<file path="src/rtl/abro_pkg.sv">
`default_nettype none
// ============================================================================
// Module      : abro_pkg
// Description : Shared types and default constants for the ABRO input
//               conditioner (debounce FSM encoding, default depths).
// Revision    : 1.0 - initial release
// ============================================================================
package abro_pkg;

    typedef enum logic [1:0] {
        STABLE_LO = 2'd0,
        PEND_HI   = 2'd1,
        STABLE_HI = 2'd2,
        PEND_LO   = 2'd3
    } deb_state_t;

    localparam int ABRO_SYNC_STAGES     = 2;
    localparam int ABRO_DEBOUNCE_CYCLES = 16;

endpackage : abro_pkg
`default_nettype wire

</file>
<file path="src/rtl/abro_debounce_channel.sv">
`default_nettype none
// ============================================================================
// Module      : abro_debounce_channel
// Description : One conditioning channel: flop synchroniser, debounce FSM with
//               persistence counter, registered level and rising-edge pulse.
// Revision    : 1.0 - initial release
// ============================================================================
module abro_debounce_channel
    import abro_pkg::*;
#(
    parameter int SYNC_STAGES     = ABRO_SYNC_STAGES,
    parameter int DEBOUNCE_CYCLES = ABRO_DEBOUNCE_CYCLES
) (
    input  logic clk,
    input  logic reset,
    input  logic raw_in,
    output logic level,
    output logic pulse
);

    localparam int                CNT_W      = $clog2(DEBOUNCE_CYCLES + 1);
    localparam logic [CNT_W-1:0]  c_cnt_one  = CNT_W'(1);
    localparam logic [CNT_W-1:0]  c_cnt_last = CNT_W'(DEBOUNCE_CYCLES - 1);
    localparam bit                c_single   = (DEBOUNCE_CYCLES == 1);

    logic [SYNC_STAGES-1:0] r_sync;
    logic                   w_sync_x;

    deb_state_t             r_state;
    deb_state_t             w_state_nxt;
    logic [CNT_W-1:0]       r_cnt;
    logic [CNT_W-1:0]       w_cnt_nxt;
    logic                   r_level;
    logic                   w_level_nxt;
    logic                   r_pulse;
    logic                   w_pulse_nxt;

    always_ff @(posedge clk or negedge reset) begin
        if (!reset) begin
            r_sync <= '0;
        end else begin
            r_sync <= {r_sync[SYNC_STAGES-2:0], raw_in};
        end
    end

    assign w_sync_x = r_sync[SYNC_STAGES-1];

    always_ff @(posedge clk or negedge reset) begin
        if (!reset) begin
            r_state <= STABLE_LO;
            r_cnt   <= '0;
            r_level <= 1'b0;
            r_pulse <= 1'b0;
        end else begin
            r_state <= w_state_nxt;
            r_cnt   <= w_cnt_nxt;
            r_level <= w_level_nxt;
            r_pulse <= w_pulse_nxt;
        end
    end

    // A single-cycle debounce skips the pending state and commits on the
    // first differing sample.
    always_comb begin
        w_state_nxt = r_state;
        w_cnt_nxt   = r_cnt;
        w_level_nxt = r_level;
        w_pulse_nxt = 1'b0;
        case (r_state)
            STABLE_LO: begin
                w_cnt_nxt = '0;
                if (w_sync_x) begin
                    if (c_single) begin
                        w_state_nxt = STABLE_HI;
                        w_level_nxt = 1'b1;
                        w_pulse_nxt = 1'b1;
                    end else begin
                        w_state_nxt = PEND_HI;
                        w_cnt_nxt   = c_cnt_one;
                    end
                end
            end
            PEND_HI: begin
                if (w_sync_x) begin
                    if (r_cnt == c_cnt_last) begin
                        w_state_nxt = STABLE_HI;
                        w_level_nxt = 1'b1;
                        w_pulse_nxt = 1'b1;
                        w_cnt_nxt   = '0;
                    end else begin
                        w_cnt_nxt = r_cnt + c_cnt_one;
                    end
                end else begin
                    w_state_nxt = STABLE_LO;
                    w_cnt_nxt   = '0;
                end
            end
            STABLE_HI: begin
                w_cnt_nxt = '0;
                if (!w_sync_x) begin
                    if (c_single) begin
                        w_state_nxt = STABLE_LO;
                        w_level_nxt = 1'b0;
                    end else begin
                        w_state_nxt = PEND_LO;
                        w_cnt_nxt   = c_cnt_one;
                    end
                end
            end
            PEND_LO: begin
                if (!w_sync_x) begin
                    if (r_cnt == c_cnt_last) begin
                        w_state_nxt = STABLE_LO;
                        w_level_nxt = 1'b0;
                        w_cnt_nxt   = '0;
                    end else begin
                        w_cnt_nxt = r_cnt + c_cnt_one;
                    end
                end else begin
                    w_state_nxt = STABLE_HI;
                    w_cnt_nxt   = '0;
                end
            end
            default: begin
                w_state_nxt = STABLE_LO;
                w_cnt_nxt   = '0;
                w_level_nxt = 1'b0;
            end
        endcase
    end

    assign level = r_level;
    assign pulse = r_pulse;

endmodule : abro_debounce_channel
`default_nettype wire

</file>
<file path="src/rtl/abro_input_conditioner.sv">
`default_nettype none
// ============================================================================
// Module      : abro_input_conditioner
// Description : Synchronises and debounces the raw A, B and R lines feeding
//               the ABRO machine; three independent identical channels.
// Revision    : 1.0 - initial release
// ============================================================================
module abro_input_conditioner
    import abro_pkg::*;
#(
    parameter int SYNC_STAGES     = ABRO_SYNC_STAGES,
    parameter int DEBOUNCE_CYCLES = ABRO_DEBOUNCE_CYCLES
) (
    input  logic clk,
    input  logic reset,
    input  logic raw_a,
    input  logic raw_b,
    input  logic raw_r,
    output logic a_level,
    output logic b_level,
    output logic r_level,
    output logic a_pulse,
    output logic b_pulse,
    output logic r_pulse
);

    localparam int c_num_ch = 3;

    logic [c_num_ch-1:0] w_raw;
    logic [c_num_ch-1:0] w_level;
    logic [c_num_ch-1:0] w_pulse;

    // Channel index order: 0 = A, 1 = B, 2 = R.
    assign w_raw = {raw_r, raw_b, raw_a};

    for (genvar g = 0; g < c_num_ch; g++) begin : g_ch
        abro_debounce_channel #(
            .SYNC_STAGES     (SYNC_STAGES),
            .DEBOUNCE_CYCLES (DEBOUNCE_CYCLES)
        ) u_chan (
            .clk    (clk),
            .reset  (reset),
            .raw_in (w_raw[g]),
            .level  (w_level[g]),
            .pulse  (w_pulse[g])
        );
    end

    assign a_level = w_level[0];
    assign b_level = w_level[1];
    assign r_level = w_level[2];
    assign a_pulse = w_pulse[0];
    assign b_pulse = w_pulse[1];
    assign r_pulse = w_pulse[2];

endmodule : abro_input_conditioner
`default_nettype wire

</file>
<file path="config.mk">
export PLATFORM = sky130hd
export DESIGN_NAME = abro_input_conditioner
export DESIGN_NICKNAME = d
export VERILOG_FILES = /design/src/rtl/abro_pkg.sv /design/src/rtl/abro_debounce_channel.sv /design/src/rtl/abro_input_conditioner.sv
export SDC_FILE = /design/constraint.sdc
export NUM_CORES = 1
export LEC_CHECK = 0
export ABC_AREA = 1
export ABC_CLOCK_PERIOD_IN_PS = 1400
export CAP_MARGIN = 15
export CORE_UTILIZATION = 45
export CTS_BUF_LIST = sky130_fd_sc_hd__clkbuf_2
export CTS_CLUSTER_DIAMETER = 200
export DETAILED_ROUTE_END_ITERATION = 10
export GPL_TIMING_DRIVEN = 0
export PLACE_DENSITY_LB_ADDON = 0.15
export SLEW_MARGIN = 20
export SYNTH_ARGS = -nofsm -noshare
export SYNTH_HDL_FRONTEND = slang
export SYNTH_HIERARCHICAL = 1
export SYNTH_SLANG_ARGS = --single-unit
</file>
<file path="constraint.sdc">
create_clock -name clk -period 1.4 [get_ports clk]
set_input_delay 0.28 -clock clk [delete_from_list [all_inputs] [get_ports clk]]
set_output_delay 0.28 -clock clk [all_outputs]
set_load 0.05 [all_outputs]
</file>
==> results of run 1 <==
## path summary, 6_finish.rpt
path,cells after the start,startpoint,end
max,1,g_ch[1].u_chan/level,b_level
min,1,raw_b,g_ch[1].u_chan/r_sync[0]
max reg2reg,4,g_ch[1].u_chan/r_cnt[0],flop
min reg2reg,0,g_ch[0].u_chan/r_sync[0],g_ch[0].u_chan/r_sync[1]
max in group asynchronous,2,reset,g_ch[0].u_chan/r_cnt[0]
min in group asynchronous,2,reset,g_ch[2].u_chan/r_state[0]
## cell type report
class                   count  area, µm²
clock buffers               5       25.0
clock inverters             3       12.5
fillers                   270       1300
inverters                  24       90.1
multi-input cells          81        439
flip-flops and latches     33        826
well taps                  31       38.8
repair buffers             11       75.1
## report_power, final
group | total (µW) | leakage (µW) | switching (µW) | internal (µW)
combinational | 79.1 | 0.000421 | 49.1 | 30.0
sequential | 998 | 0.000433 | 19.7 | 978
clock | 411 | 0.0000278 | 302 | 109
## per-layer routing
| metal | global-route usage [%] | part of all wire (%) | up-vias |
|---|---|---|---|
| met5 | 0 | 0 | - |
| met4 | 6.27 | 1.8 | 0 |
| met3 | 6.91 | 5.3 | 6 |
| met2 | 25.9 | 48 | 12 |
| met1 | 16.3 | 45 | 417 |
| li1 | - | - | 464 |
## sequential cells by signal, summed over array words and instances (netlist names), named ones only
signal / cells
g_ch.u_chan/r_cnt: 15
g_ch.u_chan/r_sync: 6
g_ch.u_chan/level: 3
g_ch.u_chan/pulse: 3
g_ch.u_chan/r_state: 3
## logic make-up after synthesis
group	count (synthesis)
xor+xnor	6
simple gates	63
buf+inv	24
flops	33
fa+ha+maj	3
compound gates	9
## timing repair
item	CTS	global route
hold buffers	1	0
endpoints found under the setup margin	6	4
resized for setup	22	8
hold endpoints to repair	33	0
## cell usage in the layout, fill, tap and decap left out, drive strengths merged
master,count
a21oi,3
buf,7
clkbuf,5
clkdlybuf4s50,3
clkinv,3
dfrtp,33
dlygate4sd3,1
ha,3
inv,24
nand2,27
nand3,9
nand4,6
nor2,21
o21ai,6
xnor2,3
xor2,3
## metrics by stage
stage / util, % / hold WS [ns] / TNS (ns) / cell area (µm²)
after floorplan: - / -0.0156 / 0 / 1360
after global placement: 53.3 / 0.333 / -19.11 / 1490
after detailed placement: 53.1 / 0.336 / -0.0327 / 1490
after CTS: 54.6 / 0.306 / -0.0324 / 1530
after global routing: 53.7 / 0.296 / 0 / 1510
final: 53.7 / 0.334 / 0 / 1510
==> results.rst, run 1 <==
.. list-table::
   :header-rows: 1

   * - Metric
     - Value
   * - Clk root buf
     - sky130_fd_sc_hd__clkbuf_2
   * - Number of standard cells after synthesis
     - 138
   * - Slew Limit Headroom
     - a little over half
   * - Sum of net half-perimeters after detailed placement
     - 1420 µm
   * - IO Count
     - 11
   * - Total overflow reported by the global router
     - 0
   * - WP data required
     - 1.12 ns
   * - Worst-Skew Late Latency
     - 0.36 ns
   * - Number of setup buffers added after CTS
     - 0
   * - Clock input transition at the sequential cells of the worst setup and hold paths
     - roughly 0.16 ns
   * - Largest family of logic cells by synthesized area
     - simple AND/OR/NAND/NOR gates
   * - Maximum fanout along the worst path
     - 2
   * - Xor-xnor portion of the synthesized cell area
     - 3.88%
   * - Most used flip-flop cell after synthesis
     - sky130_fd_sc_hd__dfrtp_1
   * - Max frequency
     - 0.779 GHz
   * - Share of cell area taken by muxes after synthesis
     - 0%
   * - Drt wl/cell
     - 10.8 µm
   * - CTS H-tree lvls
     - 2
   * - Total power consumption of the routed design
     - 1490 µW
   * - Time the final worst path needs with I/O delays and setup
     - 1.28 ns
   * - Clock sink count
     - 33
   * - Library cell with the largest summed area after synthesis
     - sky130_fd_sc_hd__dfrtp_1
   * - Leading cell types by total area after synthesis
     - sky130_fd_sc_hd__dfrtp_1, sky130_fd_sc_hd__nand2_1, sky130_fd_sc_hd__inv_1
   * - Number of distinct library cell variants in the gate-level netlist after synthesis
     - 15
   * - Worst VDD drop
     - 0.632 mV
   * - Compound-gate portion of the synthesized area
     - 3.32%
   * - Slowest stage cell on the critical path
     - sky130_fd_sc_hd__dfrtp_1
   * - Total power density per cell area
     - around 1000 nW/µm²
   * - Final Cycle Share
     - 91.7%
   * - Count of state elements after synthesis
     - 33
   * - Register-to-register path setup slack
     - approximately 0.21 ns
   * - Area Overhead vs Synth
     - 11.2%
   * - Number of synthesized flops with an enable pin
     - 0
   * - Overall Global Routing Usage
     - 15.2%
   * - Static Leak
     - 0.000882 µW
   * - Largest stage delay, worst path
     - 0.38 ns
   * - Number of buffers added on ports
     - 10
   * - Failing checks
     - DRC
   * - Share of synthesized registers carrying an async set or reset
     - 100%
   * - Post-Syn Area
     - 1360 µm²
   * - Remaining number of nets flagged by the antenna check after routing
     - 0
   * - Antenna violations before repair
     - 0
   * - Top-count cell post-synth
     - sky130_fd_sc_hd__dfrtp_1
   * - Setup slack after layout
     - roughly 0.12 ns
   * - # Max-Cap Violations
     - 0
   * - Worst Tran Pin Value
     - ~0.7 ns
   * - Worst Setup Path Type
     - reg -> out
   * - Floorplan Core Area
     - 2810 µm²
   * - Sequential-to-total area share from yosys stat
     - 60.9%
   * - Syn Area/Cell
     - 9.82 µm²
   * - Initial standard-cell utilization of the core
     - 48.3%
   * - Number of antenna cells inserted
     - 0
   * - Detailed router's first-iteration violation count
     - 38
   * - Via count of the first global-routing pass
     - 875
   * - Final routed DRC violation total
     - 4
   * - Minimum setup slack after placement
     - -0.0190 ns
   * - TritonCTS clock tree
     - built
   * - Slew Limit Fails
     - 0
   * - Simple-gate share of the synthesized area
     - 22.4%
   * - Fraction of final layout cells sized beyond drive strength 1
     - 14.0%
   * - Post-synth top cells
     - sky130_fd_sc_hd__dfrtp_1, sky130_fd_sc_hd__nand2_1, sky130_fd_sc_hd__inv_1, sky130_fd_sc_hd__nor2_1, sky130_fd_sc_hd__nand3_1
   * - First-pass GRT wire length
     - 3550 µm
   * - Worst hold-check path type
     - in -> reg
   * - Clock Skew
     - 0.0112 ns
   * - Nature of the critical path startpoint
     - flop
   * - Unrepaired setup endpoints after global routing
     - no
   * - Bufs and invs on worst path
     - 1
   * - Total number of nets in the final design
     - 164
   * - Post-Route WL
     - 2030 µm
   * - Area share of the largest cell type after synthesis
     - between 60% and 70%
   * - Capturing element type of the critical path
     - primary output
   * - Cell row count
     - 19
   * - Via-to-Cell Ratio
     - approximately 4.8
   * - Data arrival time of the critical path
     - 1.00 ns
   * - Synthesized-area fraction occupied by adder cells
     - 2.77%
   * - Die Height
     - 56.9 µm
   * - Number of standard cells in the final layout excluding fillers
     - ~190
   * - Final setup violating endpoints
     - 0
   * - Floorplan die width
     - 56.9 µm
   * - Cell-by-cell trace of the critical path
     - buf_2
   * - Hold violation total from the final report
     - 0
   * - Clock Path Buffers
     - 2
   * - Routed vias
     - roughly 900
   * - YS warnings
     - 6
   * - Syn Nets
     - 146
   * - Die area
     - 3230 µm²
   * - Largest net degree at the start of global routing
     - 34
   * - Cell type group with the largest total delay on the critical path
     - flip-flops
   * - Count of placed standard cells including taps
     - 179
   * - Number of buffers created by CTS
     - 5
   * - Pre-Repair DR Iteration Count
     - 6
   * - Final RePlAce weighted congestion
     - 0.714
   * - Outcome
     - finished with violations
Power figures use the tool's default switching activity.
==> run 2, diff against run 1 <==
CORE_ASPECT_RATIO = 0.75   (was default)
TNS_END_PERCENT = 5   (was default)
==> run 2 against run 1 <==
  * Sequential share of layout area down 1.1 points
  * Critical path type unchanged
  * Utilization up 2.8 points
  * Clock skew up 0.0080 ns
  * Die area about the same
  * Design area up 2.1%
  * Maximum frequency down 6.9%
  * Largest cell class unchanged
  * The run now ends clean
  * Sequential power about the same
  * Highest routed layer unchanged
  * Critical endpoint is now r_pulse
  * Register-to-register slack worse by 0.03 ns
  * Final cell count up 2.7%
  * Total power up 0.43%
==> results.rst, run 2 (synthesis results as in run 1) <==
.. list-table::
   :header-rows: 1

   * - Metric
     - Value
   * - Outcome
     - finished, final reports clean (was finished with violations)
   * - Drt wl/cell
     - 10.7 µm (was 10.8 µm)
   * - Post-Route WL
     - 2060 µm (was 2030 µm)
   * - Die Height
     - 49.5 µm (was 56.9 µm)
   * - Clock input transition at the sequential cells of the worst setup and hold paths
     - 0.17 ns (was 0.16 ns)
   * - Number of antenna cells inserted
     - 0 (unchanged)
   * - Number of buffers added on ports
     - 10 (unchanged)
   * - Cell-by-cell trace of the critical path
     - clkdlybuf4s15_2 (was buf_2)
   * - Top library cells by usage in the layout, fill and taps aside
     - sky130_fd_sc_hd__dfrtp_1, sky130_fd_sc_hd__nand2_1, sky130_fd_sc_hd__inv_1 (unchanged)
   * - Static Leak
     - 0.000875 µW (was 0.000882 µW)
   * - Final setup violating endpoints
     - 0 (unchanged)
   * - Cell type group with the largest total delay on the critical path
     - flip-flops (unchanged)
   * - Fraction of final layout cells sized beyond drive strength 1
     - 14.0% (unchanged)
   * - Number of standard cells in the final layout excluding fillers
     - 193 (was 188)
   * - Cell row count
     - 16 (was 19)
   * - Detailed router's first-iteration violation count
     - 24 (was 38)
   * - Total power consumption of the routed design
     - 1490 µW (about the same)
   * - Bufs and invs on worst path
     - 1 (unchanged)
   * - Total overflow reported by the global router
     - 0 (unchanged)
   * - Fillers
     - 255 (was 270)
   * - Final routed DRC violation total
     - 0 (was 4)
   * - Remaining number of nets flagged by the antenna check after routing
     - 0 (unchanged)
   * - Slew Limit Fails
     - 0 (unchanged)
   * - IO Count
     - 11 (unchanged)
   * - Hold violation total from the final report
     - 0 (unchanged)
   * - Register name with the most flops
     - g_ch.u_chan/r_cnt (unchanged)
   * - Worst-Skew Late Latency
     - 0.38 ns (was 0.36 ns)
   * - Largest net degree at the start of global routing
     - 34 (unchanged)
   * - Antenna violations before repair
     - 0 (unchanged)
   * - Worst hold-check path type
     - in -> reg (unchanged)
   * - Clk root buf
     - sky130_fd_sc_hd__clkbuf_2 (unchanged)
   * - TritonCTS clock tree
     - built (unchanged)
   * - Time the final worst path needs with I/O delays and setup
     - 1.38 ns (was 1.28 ns)
   * - Area occupied by registers
     - 826 µm² (unchanged)
   * - Leading registers by flop count
     - g_ch.u_chan/r_cnt: 15 flops, g_ch.u_chan/r_sync: 6 flops (unchanged)
   * - Slew Limit Headroom
     - 52.1% (was 52.7%)
   * - Clock Path Buffers
     - 2 (unchanged)
   * - Worst Tran Pin Value
     - 0.718 ns (was 0.709 ns)
   * - Max frequency
     - 0.725 GHz (was 0.779 GHz)
   * - Sum of net half-perimeters after detailed placement
     - 1420 µm (about the same)
   * - Final Cycle Share
     - 98.5% (was 91.7%)
   * - Data arrival time of the critical path
     - 1.10 ns (was 1.00 ns)
   * - Floorplan die width
     - 65.4 µm (was 56.9 µm)
   * - Multi-input gate area in the final layout
     - 439 µm² (unchanged)
   * - Largest stage delay, worst path
     - 0.39 ns (was 0.38 ns)
   * - Clock sink count
     - 33 (unchanged)
   * - Capturing element type of the critical path
     - primary output (unchanged)
   * - CTS H-tree lvls
     - 2 (unchanged)
   * - Area Overhead vs Synth
     - 13.5% (was 11.2%)
   * - Floorplan Core Area
     - 2720 µm² (was 2810 µm²)
   * - Slowest stage cell on the critical path
     - sky130_fd_sc_hd__dfrtp_1 (unchanged)
   * - WP data required
     - 1.12 ns (about the same)
   * - Overall Global Routing Usage
     - 16.1% (was 15.2%)
   * - Worst Setup Path Type
     - reg -> out (unchanged)
   * - Die area
     - 3240 µm² (was 3230 µm²)
   * - Final RePlAce weighted congestion
     - 0.740 (was 0.714)
   * - Via count of the first global-routing pass
     - 847 (was 875)
   * - Pre-Repair DR Iteration Count
     - 4 (was 6)
   * - Clock Skew
     - 0.0192 ns (was 0.0112 ns)
   * - Nature of the critical path startpoint
     - flop (unchanged)
   * - First-pass GRT wire length
     - 3690 µm (was 3550 µm)
   * - Routed vias
     - 881 (was 899)
   * - Maximum fanout along the worst path
     - 1 (was 2)
   * - Worst VDD drop
     - 0.562 mV (was 0.632 mV)
   * - Number of buffers created by CTS
     - 5 (unchanged)
   * - Initial standard-cell utilization of the core
     - 49.8% (was 48.3%)
   * - Unrepaired setup endpoints after global routing
     - yes (was no)
   * - Max FFs per register
     - 15 (unchanged)
   * - Most common cell after layout, fill and taps aside
     - sky130_fd_sc_hd__dfrtp_1 (unchanged)
   * - Total power density per cell area
     - 972 nW/µm² (was 988 nW/µm²)
   * - Total number of nets in the final design
     - 164 (unchanged)
   * - Count of placed standard cells including taps
     - 184 (was 179)
   * - # Max-Cap Violations
     - 0 (unchanged)
   * - Via-to-Cell Ratio
     - 4.56 (was 4.78)
[run 2: cell types whose count changed in the layout (fill, tap and decap cells not counted)]
cell,delta
sky130_fd_sc_hd__clkdlybuf4s15_2,+4
sky130_fd_sc_hd__buf_2,-4
[run 2: power by group]
part	switching [µW]	internal, µW	leakage (µW)
Clock	307	109	0.0000278
Combinational	49.5	30.4	0.000414
Sequential	20.2	978	0.000433
Total	377	1120	0.000875
[run 2: timing repair]
item / 4_1_cts / 5_1_grt
gates resized for setup: 18 / 4
endpoints found under the setup margin: 6 / 6
endpoints found under the hold margin: 33 / 0
hold buffers: 1 / 0
setup buffers: 0 / 0
[run 2: cell type report]
| class | count | share of cell area, % |
|---|---|---|
| clock buffer | 5 | 1.63 |
| clock inverter | 3 | 0.814 |
| inverter | 24 | 5.86 |
| multi-input combinational | 81 | 28.6 |
| sequential | 33 | 53.7 |
| tap | 36 | 2.93 |
| timing repair buffer | 11 | 6.51 |
[run 2: path summary, 6_finish.rpt]
check,to,cells past startpoint,start,slack [ns]
hold / removal,g_ch[0].u_chan/r_sync[0],1,raw_a,0.31
hold reg to reg,g_ch[1].u_chan/r_sync[1],0,g_ch[1].u_chan/r_sync[0],0.37
min in group asynchronous,g_ch[2].u_chan/pulse,2,reset,0.46
setup / recovery,r_pulse,1,g_ch[2].u_chan/pulse,0.02
max in group asynchronous,g_ch[1].u_chan/r_state[0],2,reset,0.47
setup reg to reg,flop,4,g_ch[1].u_chan/r_cnt[0],0.18
[run 2: layer usage]
layer  share of wire (%)  routed length (µm)  track usage (%)
met5                   0                   0                0
met4                 2.1                  44             8.70
met3                 4.6                  95             7.64
met2                  40                 832             21.8
met1                  53                1090             21.3
[run 2: per-stage QoR]
step	setup slack (ns)	util (%)	cell area [µm²]	TNS, ns	hold slack (ns)
6_report	0.0212	56.5	1540	0	0.312
5_1_grt	-0.0729	56.5	1540	-0.166	0.263
4_1_cts	-0.0353	56.9	1550	-0.0392	0.301
3_5_place_dp	-0.0162	54.9	1500	-0.0162	0.335
3_3_place_gp	-0.560	55.1	1500	-18.43	0.333
2_1_floorplan	0.363	-	1360	0	-0.0156
==> run 3, diff against run 2 <==
ABC_CLOCK_PERIOD_IN_PS = default   (was 1400)
CAP_MARGIN = default   (was 15)
SKIP_CTS_REPAIR_TIMING = 1   (was default)
==> run 3 against run 2 <==
  * Final cell count stayed put
  * Clock skew hardly changed
  * Count of clock-buffer cells in the layout stayed put
  * Non-clock buffer count stayed put
  * Worst hold slack stayed put
  * Utilization is 0.92 points lower
  * Critical endpoint is now r_level
  * Largest power group unchanged
==> results.rst, run 3 (synthesis results as in run 1) <==
.. list-table::
   :header-rows: 1

   * - Metric
     - Value
   * - Share of power burned in combinational logic
     - 5.3% (about the same)
   * - Slowest stage cell on the critical path
     - sky130_fd_sc_hd__dfrtp_1 (unchanged)
   * - Cell row count
     - 16 (unchanged)
   * - Final setup violating endpoints
     - 0 (unchanged)
   * - Core Util, Final
     - 55.6% (was 56.5%)
   * - Final routed DRC violation total
     - 0 (unchanged)
   * - Fillers
     - 257 (was 255)
   * - Max frequency
     - 0.764 GHz (was 0.725 GHz)
   * - Most common cell after layout, fill and taps aside
     - sky130_fd_sc_hd__dfrtp_1 (unchanged)
   * - Static Leak
     - 0.000878 µW (was 0.000875 µW)
   * - Routed vias
     - 880 (was 881)
   * - Capturing element type of the critical path
     - primary output (unchanged)
   * - First-pass GRT wire length
     - 3690 µm (unchanged)
   * - # Max-Cap Violations
     - 0 (unchanged)
   * - Worst-Skew Late Latency
     - 0.38 ns (about the same)
   * - Area of all placed cells without fillers
     - 1510 µm² (was 1540 µm²)
   * - Largest stage delay, worst path
     - 0.38 ns (was 0.39 ns)
   * - Drt wl/cell
     - 10.7 µm (about the same)
   * - Remaining number of nets flagged by the antenna check after routing
     - 0 (unchanged)
   * - Worst Tran Pin Value
     - 0.720 ns (was 0.718 ns)
   * - Register name with the most flops
     - g_ch.u_chan/r_cnt (unchanged)
   * - Max FFs per register
     - 15 (unchanged)
   * - TritonCTS clock tree
     - built (unchanged)
   * - Area Overhead vs Synth
     - 11.6% (was 13.5%)
   * - Floorplan Core Area
     - 2720 µm² (unchanged)
   * - Total overflow reported by the global router
     - 0 (unchanged)
   * - Worst Setup Path Type
     - reg -> out (unchanged)
   * - Final RePlAce weighted congestion
     - 0.740 (unchanged)
   * - Slew Limit Headroom
     - 52.0% (was 52.1%)
   * - Floorplan die width
     - 65.4 µm (unchanged)
   * - Cell-by-cell trace of the critical path
     - buf_2 (was clkdlybuf4s15_2)
   * - Nature of the critical path startpoint
     - flop (unchanged)
   * - Switching part of the total power
     - 25.3% (was 25.2%)
   * - Number of antenna cells inserted
     - 0 (unchanged)
   * - Via count of the first global-routing pass
     - 847 (unchanged)
   * - Fraction of power consumed by the clock network
     - 27.9% (about the same)
   * - WP data required
     - 1.12 ns (about the same)
   * - Clock input transition at the sequential cells of the worst setup and hold paths
     - 0.17 ns (about the same)
   * - Worst hold-check path type
     - in -> reg (unchanged)
   * - Bufs and invs on worst path
     - 1 (unchanged)
   * - Fraction of final layout cells sized beyond drive strength 1
     - 14.0% (unchanged)
   * - Worst VDD drop
     - 0.563 mV (was 0.562 mV)
   * - Die Height
     - 49.5 µm (unchanged)
   * - Initial standard-cell utilization of the core
     - 49.8% (unchanged)
   * - Unrepaired setup endpoints after global routing
     - no (was yes)
   * - Clock Path Buffers
     - 2 (unchanged)
   * - Maximum fanout along the worst path
     - 2 (was 1)
   * - Number of standard cells in the final layout excluding fillers
     - 193 (unchanged)
   * - Post-Route WL
     - 2070 µm (was 2060 µm)
   * - Total number of nets in the final design
     - 164 (unchanged)
   * - Number of buffers added on ports
     - 10 (unchanged)
   * - Largest net degree at the start of global routing
     - 34 (unchanged)
   * - Clock sink count
     - 33 (unchanged)
   * - Outcome
     - finished, final reports clean (unchanged)
   * - Clock Skew
     - 0.0190 ns (was 0.0192 ns)
   * - Antenna violations before repair
     - 0 (unchanged)
   * - Overall Global Routing Usage
     - 16.1% (unchanged)
   * - Sum of net half-perimeters after detailed placement
     - 1420 µm (unchanged)
   * - IO Count
     - 11 (unchanged)
   * - Detailed router's first-iteration violation count
     - 21 (was 24)
   * - Register share of total power
     - 66.8% (about the same)
   * - Count of placed standard cells including taps
     - 184 (unchanged)
   * - Hold violation total from the final report
     - 0 (unchanged)
   * - Top library cells by usage in the layout, fill and taps aside
     - sky130_fd_sc_hd__dfrtp_1, sky130_fd_sc_hd__nand2_1, sky130_fd_sc_hd__inv_1 (unchanged)
   * - Final Cycle Share
     - 93.5% (was 98.5%)
   * - Number of buffers created by CTS
     - 5 (unchanged)
   * - Clk root buf
     - sky130_fd_sc_hd__clkbuf_2 (unchanged)
   * - Total power density per cell area
     - 988 nW/µm² (was 972 nW/µm²)
   * - Time the final worst path needs with I/O delays and setup
     - 1.31 ns (was 1.38 ns)
   * - Leading registers by flop count
     - g_ch.u_chan/r_cnt: 15 flops, g_ch.u_chan/r_sync: 6 flops (unchanged)
   * - Int Power
     - 1120 µW (about the same)
   * - Data arrival time of the critical path
     - 1.03 ns (was 1.10 ns)
   * - Via-to-Cell Ratio
     - 4.56 (about the same)
   * - CTS H-tree lvls
     - 2 (unchanged)
   * - Pre-Repair DR Iteration Count
     - 4 (unchanged)
   * - Post-DP Area
     - 1500 µm² (unchanged)
   * - Switching power
     - 377 µW (about the same)
   * - Cell type group with the largest total delay on the critical path
     - flip-flops (unchanged)
   * - Slew Limit Fails
     - 0 (unchanged)
   * - Die area
     - 3240 µm² (unchanged)
-- run 3: changes by cell type in the layout (fill, tap and decap cells not counted) --
cell / change
sky130_fd_sc_hd__buf_2: -1
sky130_fd_sc_hd__clkdlybuf4s15_2: -4
sky130_fd_sc_hd__clkbuf_2: +5
-- run 3: layout make-up --
class / instances / area (µm²) / area share [%]
multi-input cells: 81 / 439 / 29.0
inverters: 24 / 90.1 / 5.96
clock inverters: 3 / 12.5 / 0.827
flip-flops and latches: 33 / 826 / 54.6
repair buffers: 11 / 75.1 / 4.96
well taps: 36 / 45.0 / 2.98
clock buffers: 5 / 25.0 / 1.65
-- run 3: per-stage QoR --
stage | setup TNS [ns] | setup slack, ns | total power, µW | hold WS, ns
global route | 0 | 0.0177 | 1580 | 0.263
detailed placement | -0.0162 | -0.0162 | 1100 | 0.335
global placement | -18.43 | -0.560 | 1090 | 0.333
floorplan | 0 | 0.363 | 1060 | -0.0156
CTS | -2.56 | -0.469 | 1520 | -0.0567
finish | 0 | 0.0910 | 1490 | 0.312
-- run 3: worst paths after layout --
check	start	end	slack, ns	cells past startpoint
worst min register to register	g_ch[1].u_chan/r_sync[0]	g_ch[1].u_chan/r_sync[1]	0.37	0
worst max-delay path	g_ch[2].u_chan/level	r_level	0.09	1
min in group asynchronous	reset	g_ch[2].u_chan/pulse	0.46	2
worst max register to register	g_ch[1].u_chan/r_cnt[0]	flop	0.18	4
worst min-delay path	raw_a	g_ch[0].u_chan/r_sync[0]	0.31	1
max in group asynchronous	reset	g_ch[1].u_chan/r_state[0]	0.47	2
-- run 3: power by group through the flow --
stage | Combinational [µW] | Clock (µW) | Sequential [µW]
after floorplan | 44.5 | 0 | 1010
after global placement | 79.2 | 0 | 1010
after detailed placement | 80.0 | 0 | 1020
after CTS | 80.4 | 439 | 998
after global routing | 92.8 | 489 | 1000
final | 80.0 | 417 | 998
-- run 3: per-layer routing --
layer	up-vias	GRT usage, %	wire, µm
met5	-	0	0
met4	0	8.70	44
met3	6	7.64	96
met2	15	21.8	835
met1	391	21.3	1100
li1	468	-	-
